File: src/rtl/alu_sequencer_if.sv
// alu_sequencer_if: request, ALU and status signals of the ALU sequencer.
//   master : requester plus ALU side (drives request, ovf_clr and WriteData)
//   slave  : the sequencer (drives req_ready, operand buses, Control, status)
// Signals:
//   req_valid/req_ready/req_func/req_a/req_b/fwd_a : request handshake
//   ReadData1/ReadData2/Control/WriteData          : ALU operand/result buses
//   done/result/ovf/err/ovf_sticky/ovf_clr         : completion and status
interface alu_sequencer_if #(
  parameter int unsigned WIDTH  = 16,
  parameter int unsigned CTRL_W = 4
);
  logic              req_valid;
  logic              req_ready;
  logic [2:0]        req_func;
  logic [WIDTH-1:0]  req_a;
  logic [WIDTH-1:0]  req_b;
  logic              fwd_a;
  logic [WIDTH-1:0]  ReadData1;
  logic [WIDTH-1:0]  ReadData2;
  logic [CTRL_W-1:0] Control;
  logic [WIDTH-1:0]  WriteData;
  logic              done;
  logic [WIDTH-1:0]  result;
  logic              ovf;
  logic              err;
  logic              ovf_sticky;
  logic              ovf_clr;

  modport master (
    output req_valid, req_func, req_a, req_b, fwd_a, ovf_clr, WriteData,
    input  req_ready, ReadData1, ReadData2, Control, done, result, ovf, err,
           ovf_sticky
  );

  modport slave (
    input  req_valid, req_func, req_a, req_b, fwd_a, ovf_clr, WriteData,
    output req_ready, ReadData1, ReadData2, Control, done, result, ovf, err,
           ovf_sticky
  );
endinterface

File: src/rtl/alu_sequencer.sv
// alu_sequencer: issues one operation at a time to a falling-edge 16-bit ALU.
// Accepts a request in IDLE, drives operands and Control during EXEC, then
// captures WriteData, reports done/ovf/err and keeps a sticky overflow flag.
// Ports:
//   clk      : rising-edge clock
//   reset_n  : synchronous active-low reset
//   bus      : alu_sequencer_if.slave (request, ALU buses, status)
// Optional feature: define ALU_SEQ_FWD_EN to let fwd_a load ReadData1 from the
// current result register (chained operations). Undefined: fwd_a is ignored.
module alu_sequencer #(
  parameter int unsigned WIDTH  = 16,
  parameter int unsigned CTRL_W = 4
) (
  input  logic                 clk,
  input  logic                 reset_n,
  alu_sequencer_if.slave       bus
);

  localparam logic [0:0] ST_IDLE = 1'b0;
  localparam logic [0:0] ST_EXEC = 1'b1;

  localparam logic [2:0] F_AND = 3'd0;
  localparam logic [2:0] F_OR  = 3'd1;
  localparam logic [2:0] F_ADD = 3'd2;
  localparam logic [2:0] F_SUB = 3'd3;
  localparam logic [2:0] F_SLT = 3'd4;
  localparam logic [2:0] F_NOR = 3'd5;

  // Function select to ALU Control code; illegal codes never reach Control.
  function automatic logic [CTRL_W-1:0] ctrl_of(input logic [2:0] f);
    case (f)
      F_AND:   ctrl_of = CTRL_W'(4'b0000);
      F_OR:    ctrl_of = CTRL_W'(4'b0001);
      F_ADD:   ctrl_of = CTRL_W'(4'b0010);
      F_SUB:   ctrl_of = CTRL_W'(4'b0110);
      F_SLT:   ctrl_of = CTRL_W'(4'b0111);
      F_NOR:   ctrl_of = CTRL_W'(4'b1100);
      default: ctrl_of = '0;
    endcase
  endfunction

  logic [0:0]        state_q,  state_nxt;
  logic              rdy_q,    rdy_nxt;
  logic [2:0]        func_q,   func_nxt;
  logic [WIDTH-1:0]  rd1_q,    rd1_nxt;
  logic [WIDTH-1:0]  rd2_q,    rd2_nxt;
  logic [CTRL_W-1:0] ctrl_q,   ctrl_nxt;
  logic              done_q,   done_nxt;
  logic [WIDTH-1:0]  result_q, result_nxt;
  logic              ovf_q,    ovf_nxt;
  logic              err_q,    err_nxt;
  logic              sticky_q, sticky_nxt;

  logic [WIDTH-1:0]  opa_c;
  logic              req_legal_c;
  logic              exec_legal_c;
  logic              ovf_c;

  // Operand A source: forwarded result or the request operand.
`ifdef ALU_SEQ_FWD_EN
  assign opa_c = bus.fwd_a ? result_q : bus.req_a;
`else
  logic fwd_unused;
  assign fwd_unused = bus.fwd_a;
  assign opa_c      = bus.req_a;
`endif

  assign req_legal_c  = (bus.req_func <= F_NOR);
  assign exec_legal_c = (func_q <= F_NOR);

  // Signed overflow from the registered operands and the ALU's result.
  always_comb begin
    ovf_c = 1'b0;
    case (func_q)
      F_ADD: ovf_c = (rd1_q[WIDTH-1] == rd2_q[WIDTH-1]) &&
                     (bus.WriteData[WIDTH-1] != rd1_q[WIDTH-1]);
      F_SUB: ovf_c = (rd1_q[WIDTH-1] != rd2_q[WIDTH-1]) &&
                     (bus.WriteData[WIDTH-1] != rd1_q[WIDTH-1]);
      default: ovf_c = 1'b0;
    endcase
  end

  // Next-state and registered-output logic.
  always_comb begin
    state_nxt  = state_q;
    rdy_nxt    = rdy_q;
    func_nxt   = func_q;
    rd1_nxt    = rd1_q;
    rd2_nxt    = rd2_q;
    ctrl_nxt   = ctrl_q;
    done_nxt   = 1'b0;
    ovf_nxt    = 1'b0;
    err_nxt    = 1'b0;
    result_nxt = result_q;
    sticky_nxt = bus.ovf_clr ? 1'b0 : sticky_q;

    case (state_q)
      ST_IDLE: begin
        if (bus.req_valid) begin
          state_nxt = ST_EXEC;
          rdy_nxt   = 1'b0;
          func_nxt  = bus.req_func;
          // Illegal functions leave the ALU buses untouched.
          if (req_legal_c) begin
            rd1_nxt  = opa_c;
            rd2_nxt  = bus.req_b;
            ctrl_nxt = ctrl_of(bus.req_func);
          end
        end
      end
      ST_EXEC: begin
        state_nxt  = ST_IDLE;
        rdy_nxt    = 1'b1;
        done_nxt   = 1'b1;
        err_nxt    = ~exec_legal_c;
        result_nxt = exec_legal_c ? bus.WriteData : '0;
        ovf_nxt    = ovf_c;
        // A new overflow takes priority over a simultaneous clear.
        if (ovf_c) sticky_nxt = 1'b1;
      end
      default: begin
        state_nxt = ST_IDLE;
        rdy_nxt   = 1'b1;
      end
    endcase
  end

  // State and output registers.
  always_ff @(posedge clk) begin
    if (!reset_n) begin
      state_q  <= ST_IDLE;
      rdy_q    <= 1'b1;
      func_q   <= F_AND;
      rd1_q    <= '0;
      rd2_q    <= '0;
      ctrl_q   <= '0;
      done_q   <= 1'b0;
      result_q <= '0;
      ovf_q    <= 1'b0;
      err_q    <= 1'b0;
      sticky_q <= 1'b0;
    end else begin
      state_q  <= state_nxt;
      rdy_q    <= rdy_nxt;
      func_q   <= func_nxt;
      rd1_q    <= rd1_nxt;
      rd2_q    <= rd2_nxt;
      ctrl_q   <= ctrl_nxt;
      done_q   <= done_nxt;
      result_q <= result_nxt;
      ovf_q    <= ovf_nxt;
      err_q    <= err_nxt;
      sticky_q <= sticky_nxt;
    end
  end

  assign bus.req_ready  = rdy_q;
  assign bus.ReadData1  = rd1_q;
  assign bus.ReadData2  = rd2_q;
  assign bus.Control    = ctrl_q;
  assign bus.done       = done_q;
  assign bus.result     = result_q;
  assign bus.ovf        = ovf_q;
  assign bus.err        = err_q;
  assign bus.ovf_sticky = sticky_q;

endmodule
File: src/flat_wrapper.sv
// flat-port wrapper written by rule: the top's interface ports become plain ports
module alu_sequencer_flat 
#(
  parameter int unsigned WIDTH  = 16,
  parameter int unsigned CTRL_W = 4
)
  (clk, reset_n, bus_req_valid, bus_req_func, bus_req_a, bus_req_b, bus_fwd_a, bus_ovf_clr, bus_WriteData, bus_req_ready, bus_ReadData1, bus_ReadData2, bus_Control, bus_done, bus_result, bus_ovf, bus_err, bus_ovf_sticky);
  alu_sequencer_if #(.WIDTH(WIDTH), .CTRL_W(CTRL_W)) bus_i ();
  input  logic clk;
  input  logic reset_n;
  input wire logic [$bits(bus_i.req_valid)-1:0] bus_req_valid;
  input wire logic [$bits(bus_i.req_func)-1:0] bus_req_func;
  input wire logic [$bits(bus_i.req_a)-1:0] bus_req_a;
  input wire logic [$bits(bus_i.req_b)-1:0] bus_req_b;
  input wire logic [$bits(bus_i.fwd_a)-1:0] bus_fwd_a;
  input wire logic [$bits(bus_i.ovf_clr)-1:0] bus_ovf_clr;
  input wire logic [$bits(bus_i.WriteData)-1:0] bus_WriteData;
  output wire logic [$bits(bus_i.req_ready)-1:0] bus_req_ready;
  output wire logic [$bits(bus_i.ReadData1)-1:0] bus_ReadData1;
  output wire logic [$bits(bus_i.ReadData2)-1:0] bus_ReadData2;
  output wire logic [$bits(bus_i.Control)-1:0] bus_Control;
  output wire logic [$bits(bus_i.done)-1:0] bus_done;
  output wire logic [$bits(bus_i.result)-1:0] bus_result;
  output wire logic [$bits(bus_i.ovf)-1:0] bus_ovf;
  output wire logic [$bits(bus_i.err)-1:0] bus_err;
  output wire logic [$bits(bus_i.ovf_sticky)-1:0] bus_ovf_sticky;
  assign bus_i.req_valid = bus_req_valid;
  assign bus_i.req_func = bus_req_func;
  assign bus_i.req_a = bus_req_a;
  assign bus_i.req_b = bus_req_b;
  assign bus_i.fwd_a = bus_fwd_a;
  assign bus_i.ovf_clr = bus_ovf_clr;
  assign bus_i.WriteData = bus_WriteData;
  assign bus_req_ready = bus_i.req_ready;
  assign bus_ReadData1 = bus_i.ReadData1;
  assign bus_ReadData2 = bus_i.ReadData2;
  assign bus_Control = bus_i.Control;
  assign bus_done = bus_i.done;
  assign bus_result = bus_i.result;
  assign bus_ovf = bus_i.ovf;
  assign bus_err = bus_i.err;
  assign bus_ovf_sticky = bus_i.ovf_sticky;
  alu_sequencer #(.WIDTH(WIDTH), .CTRL_W(CTRL_W)) u_core (.clk(clk), .reset_n(reset_n), .bus(bus_i));
endmodule
File: config.mk
export PLATFORM = sky130hd
export DESIGN_NAME = alu_sequencer_flat
export DESIGN_NICKNAME = d
export VERILOG_FILES = /design/src/rtl/alu_sequencer_if.sv /design/src/rtl/alu_sequencer.sv /design/src/flat_wrapper.sv
export SDC_FILE = /design/constraint.sdc
export NUM_CORES = 1
export LEC_CHECK = 0
export ABC_CLOCK_PERIOD_IN_PS = 2100
export CORE_ASPECT_RATIO = 1.2
export CORE_UTILIZATION = 30
export CTS_CLUSTER_SIZE = 30
export DETAILED_ROUTE_END_ITERATION = 12
export GPL_TIMING_DRIVEN = 0
export SLEW_MARGIN = 15
export SYNTH_ARGS = -nofsm -noshare
export SYNTH_HDL_FRONTEND = slang
export SYNTH_SLANG_ARGS = --single-unit
File: constraint.sdc
create_clock -name clk -period 2.1 [get_ports clk]
set_clock_uncertainty 0.15 [all_clocks]
set_input_delay 0.42 -clock clk [delete_from_list [all_inputs] [get_ports clk]]
set_output_delay 0.42 -clock clk [all_outputs]
set_load 0.01 [all_outputs]
# Yosys cells after proc, flatten, opt, wreduce, memory -nomap -nowiden
# Cells that the tools add are included.
op_classes:
  magnitude_cmp: 2
  n_eq_ne: 11
  n_mux: 11
  bitwise_logic: 2
  reduce_logical: 5
op_table:
  columns: ["op", "count"]
  rows:
  - ["one-hot mux 4 bit (5 select lines)", 1]
  - ["two-way mux 16 bit", 1]
  - ["== test 3 x 2 -> 1 bit, second input constant", 4]
  - ["== test 3 bit, second input constant", 2]
  - ["<= comparator 3 bit, second input constant", 2]
  - ["two-way mux 1 bit", 6]
  - ["one-hot mux 1 bit (2 select lines)", 3]
  - ["AND reduction 2 bit", 2]
  - ["== test 3 x 1 -> 1 bit, second input constant", 1]
  - ["AND reduction 3 bit", 1]
  - ["logical AND 1 bit", 2]
  - ["inequality test 1 bit", 2]
  - ["inequality test 2 bit, second input constant", 1]
  - ["inverter 1 bit", 2]
  - ["== test 1 bit", 1]
totals:
  register_bits: 61
  in_bits: 56
  word_cells: 42

# Logic depth before layout (Yosys ltp)
depth:
  depth_word: 5
  depth_mapped: 6
  depth_no_buf: 5

# Worst setup path before layout
# No wires, ideal clock.
synth_path:
  kind: "in2reg"
  start: "input port bus_req_func[1]"
  end: "register u_core.ctrl_q[1] (netlist: u_core.bus.Control[1])"
  t_arrival_ps: 1406
  required_time_ps: 1828
  setup_slack_ps: 422
  stages: 6
  path_buffers: 2
  cell_sequence: "ha_1 > or3b_1 > buf_6 > buf_8 > a21oi_2 > a21oi_1"
synth_via:
  elab_chain_len: 2
synth_lines:
  columns: ["item", "line_no", "rtl"]
  rows:
  - ["start: declaration", "flat_wrapper.sv:12", "input wire logic [$bits(bus_i.req_func)-1:0] bus_req_func;"]
  - ["<= comparator 3 bit (tied with other cells)", "alu_sequencer.sv:68", "assign req_legal_c = (bus.req_func <= F_NOR);"]
  - ["AND reduction 3 bit (no source line) or one-hot mux 4 bit (5 select lines) (tied branches)", null, null]
  - ["end signal: assignment", "alu_sequencer.sv:148", "ctrl_q <= ctrl_nxt;"]
  - ["end: declaration", "alu_sequencer.sv:47", "logic [CTRL_W-1:0] ctrl_q, ctrl_nxt;"]
# Parallel ways exist; a longest one is shown, timed or not.
# A chain may end at the register's enable or synchronous reset.

# Final worst setup path
# Same ends and word-level chain as after synthesis.

==> results.json <==
{
  "outcome": "finished clean",
  "synthTopCellsByArea": "dfxtp_1 (53%), nand2_1 (11%), a21boi_1 (8.1%)",
  "synth_area_mm2": 0.00231,
  "rows": 34,
  "worst_slew_pin_slew_ns": 0.398,
  "finalSetupTns_ns": 0,
  "grt_pass1_wl_mm": 9.44,
  "drt_iter0_drc": 43,
  "avgViaCountPerCell": 4.49,
  "clk_latency_ns": 0.33,
  "ys_types": 32,
  "end_kind": "flop",
  "required_ns": 2.17,
  "ys_seq_area_frac": 0.529,
  "yosys.area.top_type": "dfxtp_1",
  "h-tree-depth": 3,
  "ios": 113,
  "finalNetCount": 418,
  "detail-route-antenna-nets": 0,
  "grt_setup_unrepaired": "false",
  "grt_pass1_vias": 2038,
  "max-vdd-ir-drop_uv": 517,
  "final_hold_viol_count": 0,
  "cts_buffers": 9,
  "final-setup-viol-count": 0,
  "routed_wl_mm": 5.79,
  "powerDensity_mw_per_mm2": 688,
  "areaGrowthSynthToFinish_pct": 61.0,
  "cts_tree": "yes",
  "critical_path.top_delay_family": "buffers and inverters",
  "antenna_found_initial": 0,
  "wire_per_inst_um": 12.7,
  "postSynth.asyncResetShare": 0,
  "dieArea_mm2": 0.00805,
  "relSlewSlack": 0.734,
  "gp_congestion": 0.712,
  "cts-root-buf": "clkbuf_8",
  "fin_crit_ns": 2.01,
  "hold_path.class": "reg2reg",
  "synth_warnings": 0,
  "die_h_um": 98.1,
  "fmax_mhz": 497,
  "grt_max_degree": 12,
  "clockBufferDepth": 2,
  "synth_top_area_share": 0.529,
  "first_pass_iters": 4,
  "path_cells": "clkdlybuf4s50_1 -> ha_1 -> or3b_1 -> buf_6 -> buf_8 -> a21oi_2 -> a21oi_1",
  "min_period_over_period": 0.959,
  "dieWidth_um": 82.1,
  "worstPathArrival_ns": 2.08,
  "ys_seq_elements": 61,
  "clk_pin_slew_ns": 0.07,
  "diodes": 0,
  "num_vias": 2039,
  "start_util": 0.314,
  "route.detailed.drc": 0,
  "synth_flop_cell": "dfxtp_1",
  "ys_top_cells_by_count": "nand2_1 (68), dfxtp_1 (61), a21boi_1 (25)",
  "syn_area_per_cell_um2": 9.82,
  "critPathSlowestCell": "clkdlybuf4s50_1",
  "syn_nets": 294,
  "critPathKind": "in2reg",
  "drv_cap": 0,
  "core_area_mm2": 0.00736,
  "cp-start-kind": "input pin",
  "port_buffers": 111,
  "drive_gt1_frac": 0.0879,
  "cp_max_fo": 10,
  "utilization": 0.505,
  "slew_viol_final": 0,
  "cts_sinks": 61,
  "cpPeakStageDelay_ns": 0.52,
  "critical_path_buf_inv_count": 3,
  "track_usage": 0.154,
  "synth-edff-count": 0,
  "total_power_uw": 2560,
  "synth.most_common_cell": "nand2_1",
  "power.leakage_uw": 0.00143,
  "overflow": 0,
  "hpwlAfterDp_mm": 4.24,
  "syn_inst": 235
}
[power by group]
group | leakage, µW | total (µW) | switching, µW | internal, µW
Clock | 0.0000808 | 872 | 454 | 418
Sequential | 0.000499 | 1250 | 33.7 | 1220
Combinational | 0.000849 | 435 | 169 | 266
[logic make-up (layout without fill, tap and decap cells)]
kind of cell / after synthesis / count (layout) / share of synthesized area
AO/OA/AOI/OAI: 60 / 60 / 0.203
adder cells (fa/ha/maj): 3 / 3 / 0.0163
AND/OR/NAND/NOR: 87 / 87 / 0.171
multiplexers: 4 / 4 / 0.0173
flip-flops: 61 / 61 / 0.529
buffers and inverters: 18 / 147 / 0.0564
XOR/XNOR: 2 / 2 / 0.00759
[worst register-to-register path, stage by stage (launching register included)]
cell and delay [ns]:
dfxtp_1 0.36, or3b_1 0.40, buf_6 0.16, buf_8 0.14, a21oi_2 0.10, a21oi_1 0.07
[per-layer routing]
metal  share of wire  global-route usage  wire length (µm)  up-vias
li1                -                   -                 -     1042
met1            0.44               0.187              2570      924
met2            0.46               0.240              2660       67
met3           0.082              0.0579               472        6
met4           0.015              0.0607                85        0
met5               0                   0                 0        -
[flip-flops by register name, summed over array words and instances, names as in the netlist]
signal                 flops
u_core.bus.ReadData1      16
u_core.bus.ReadData2      16
u_core.bus.result         16
u_core.bus.Control         4
u_core.func_q              3
u_core.bus.done            1
u_core.bus.err             1
u_core.bus.ovf             1
u_core.bus.ovf_sticky      1
u_core.bus.req_ready       1
u_core.state_q             1
[cell usage in the layout (no fill, tap or decap), types with 3 or more instances in the layout]
master           synthesis  final
clkdlybuf4s50_1          0    110
nand2_1                 68     68
dfxtp_1                 61     61
a21boi_1                25     25
a22o_1                  16     16
a21boi_0                 9      9
clkbuf_8                 0      9
nor2b_1                  7      7
buf_6                    6      6
o21ai_0                  5      5
inv_1                    4      4
clkbuf_1                 4      4
mux2i_1                  4      4
clkinv_2                 0      4
buf_4                    1      3
ha_1                     3      3
clkinvlp_4               0      3
[area by class of cell]
cell class | instances | area (µm²)
flip-flops and latches | 61 | 1220
clock inverters | 7 | 42.5
well taps | 90 | 113
plain buffers | 14 | 115
clock buffers | 9 | 124
inverters | 4 | 15.0
repair buffers | 113 | 1130
multi-input cells | 156 | 957
fillers | 727 | 3640
[through the flow]
stage	std cells	setup WS, ns	hold slack (ns)	cell area (µm²)
floorplan	235	0.422	0.329	2310
CTS	454	0.0180	0.304	3710
global placement	436	-0.386	0.290	3530
finish	454	0.0863	0.302	3720
global route	454	0.00208	0.320	3720
detailed placement	436	-0.378	0.295	3530
[timing repair]
item	in CTS	in global routing
pin swaps	1	0
resized for setup	0	1
setup endpoints to repair	2	26
setup buffers	2	0
hold buffers	0	0
cloned	0	0
[worst paths after layout]
path | from | to | slack (ns) | depth (start not counted)
max | bus_req_func[1] | u_core.bus.Control[1]$_SDFFE_PN0P_ | 0.09 | 7
min | u_core.bus.ReadData2[13]$_SDFFE_PN0P_ | u_core.bus.ReadData2[13]$_SDFFE_PN0P_ | 0.30 | 2
min reg2reg | u_core.bus.ReadData2[13]$_SDFFE_PN0P_ | u_core.bus.ReadData2[13]$_SDFFE_PN0P_ | 0.30 | 2
max reg2reg | u_core.state_q$_SDFF_PP0_ | u_core.bus.Control[1]$_SDFFE_PN0P_ | 0.61 | 5
Note: power is estimated with default switching activity, not from simulation.
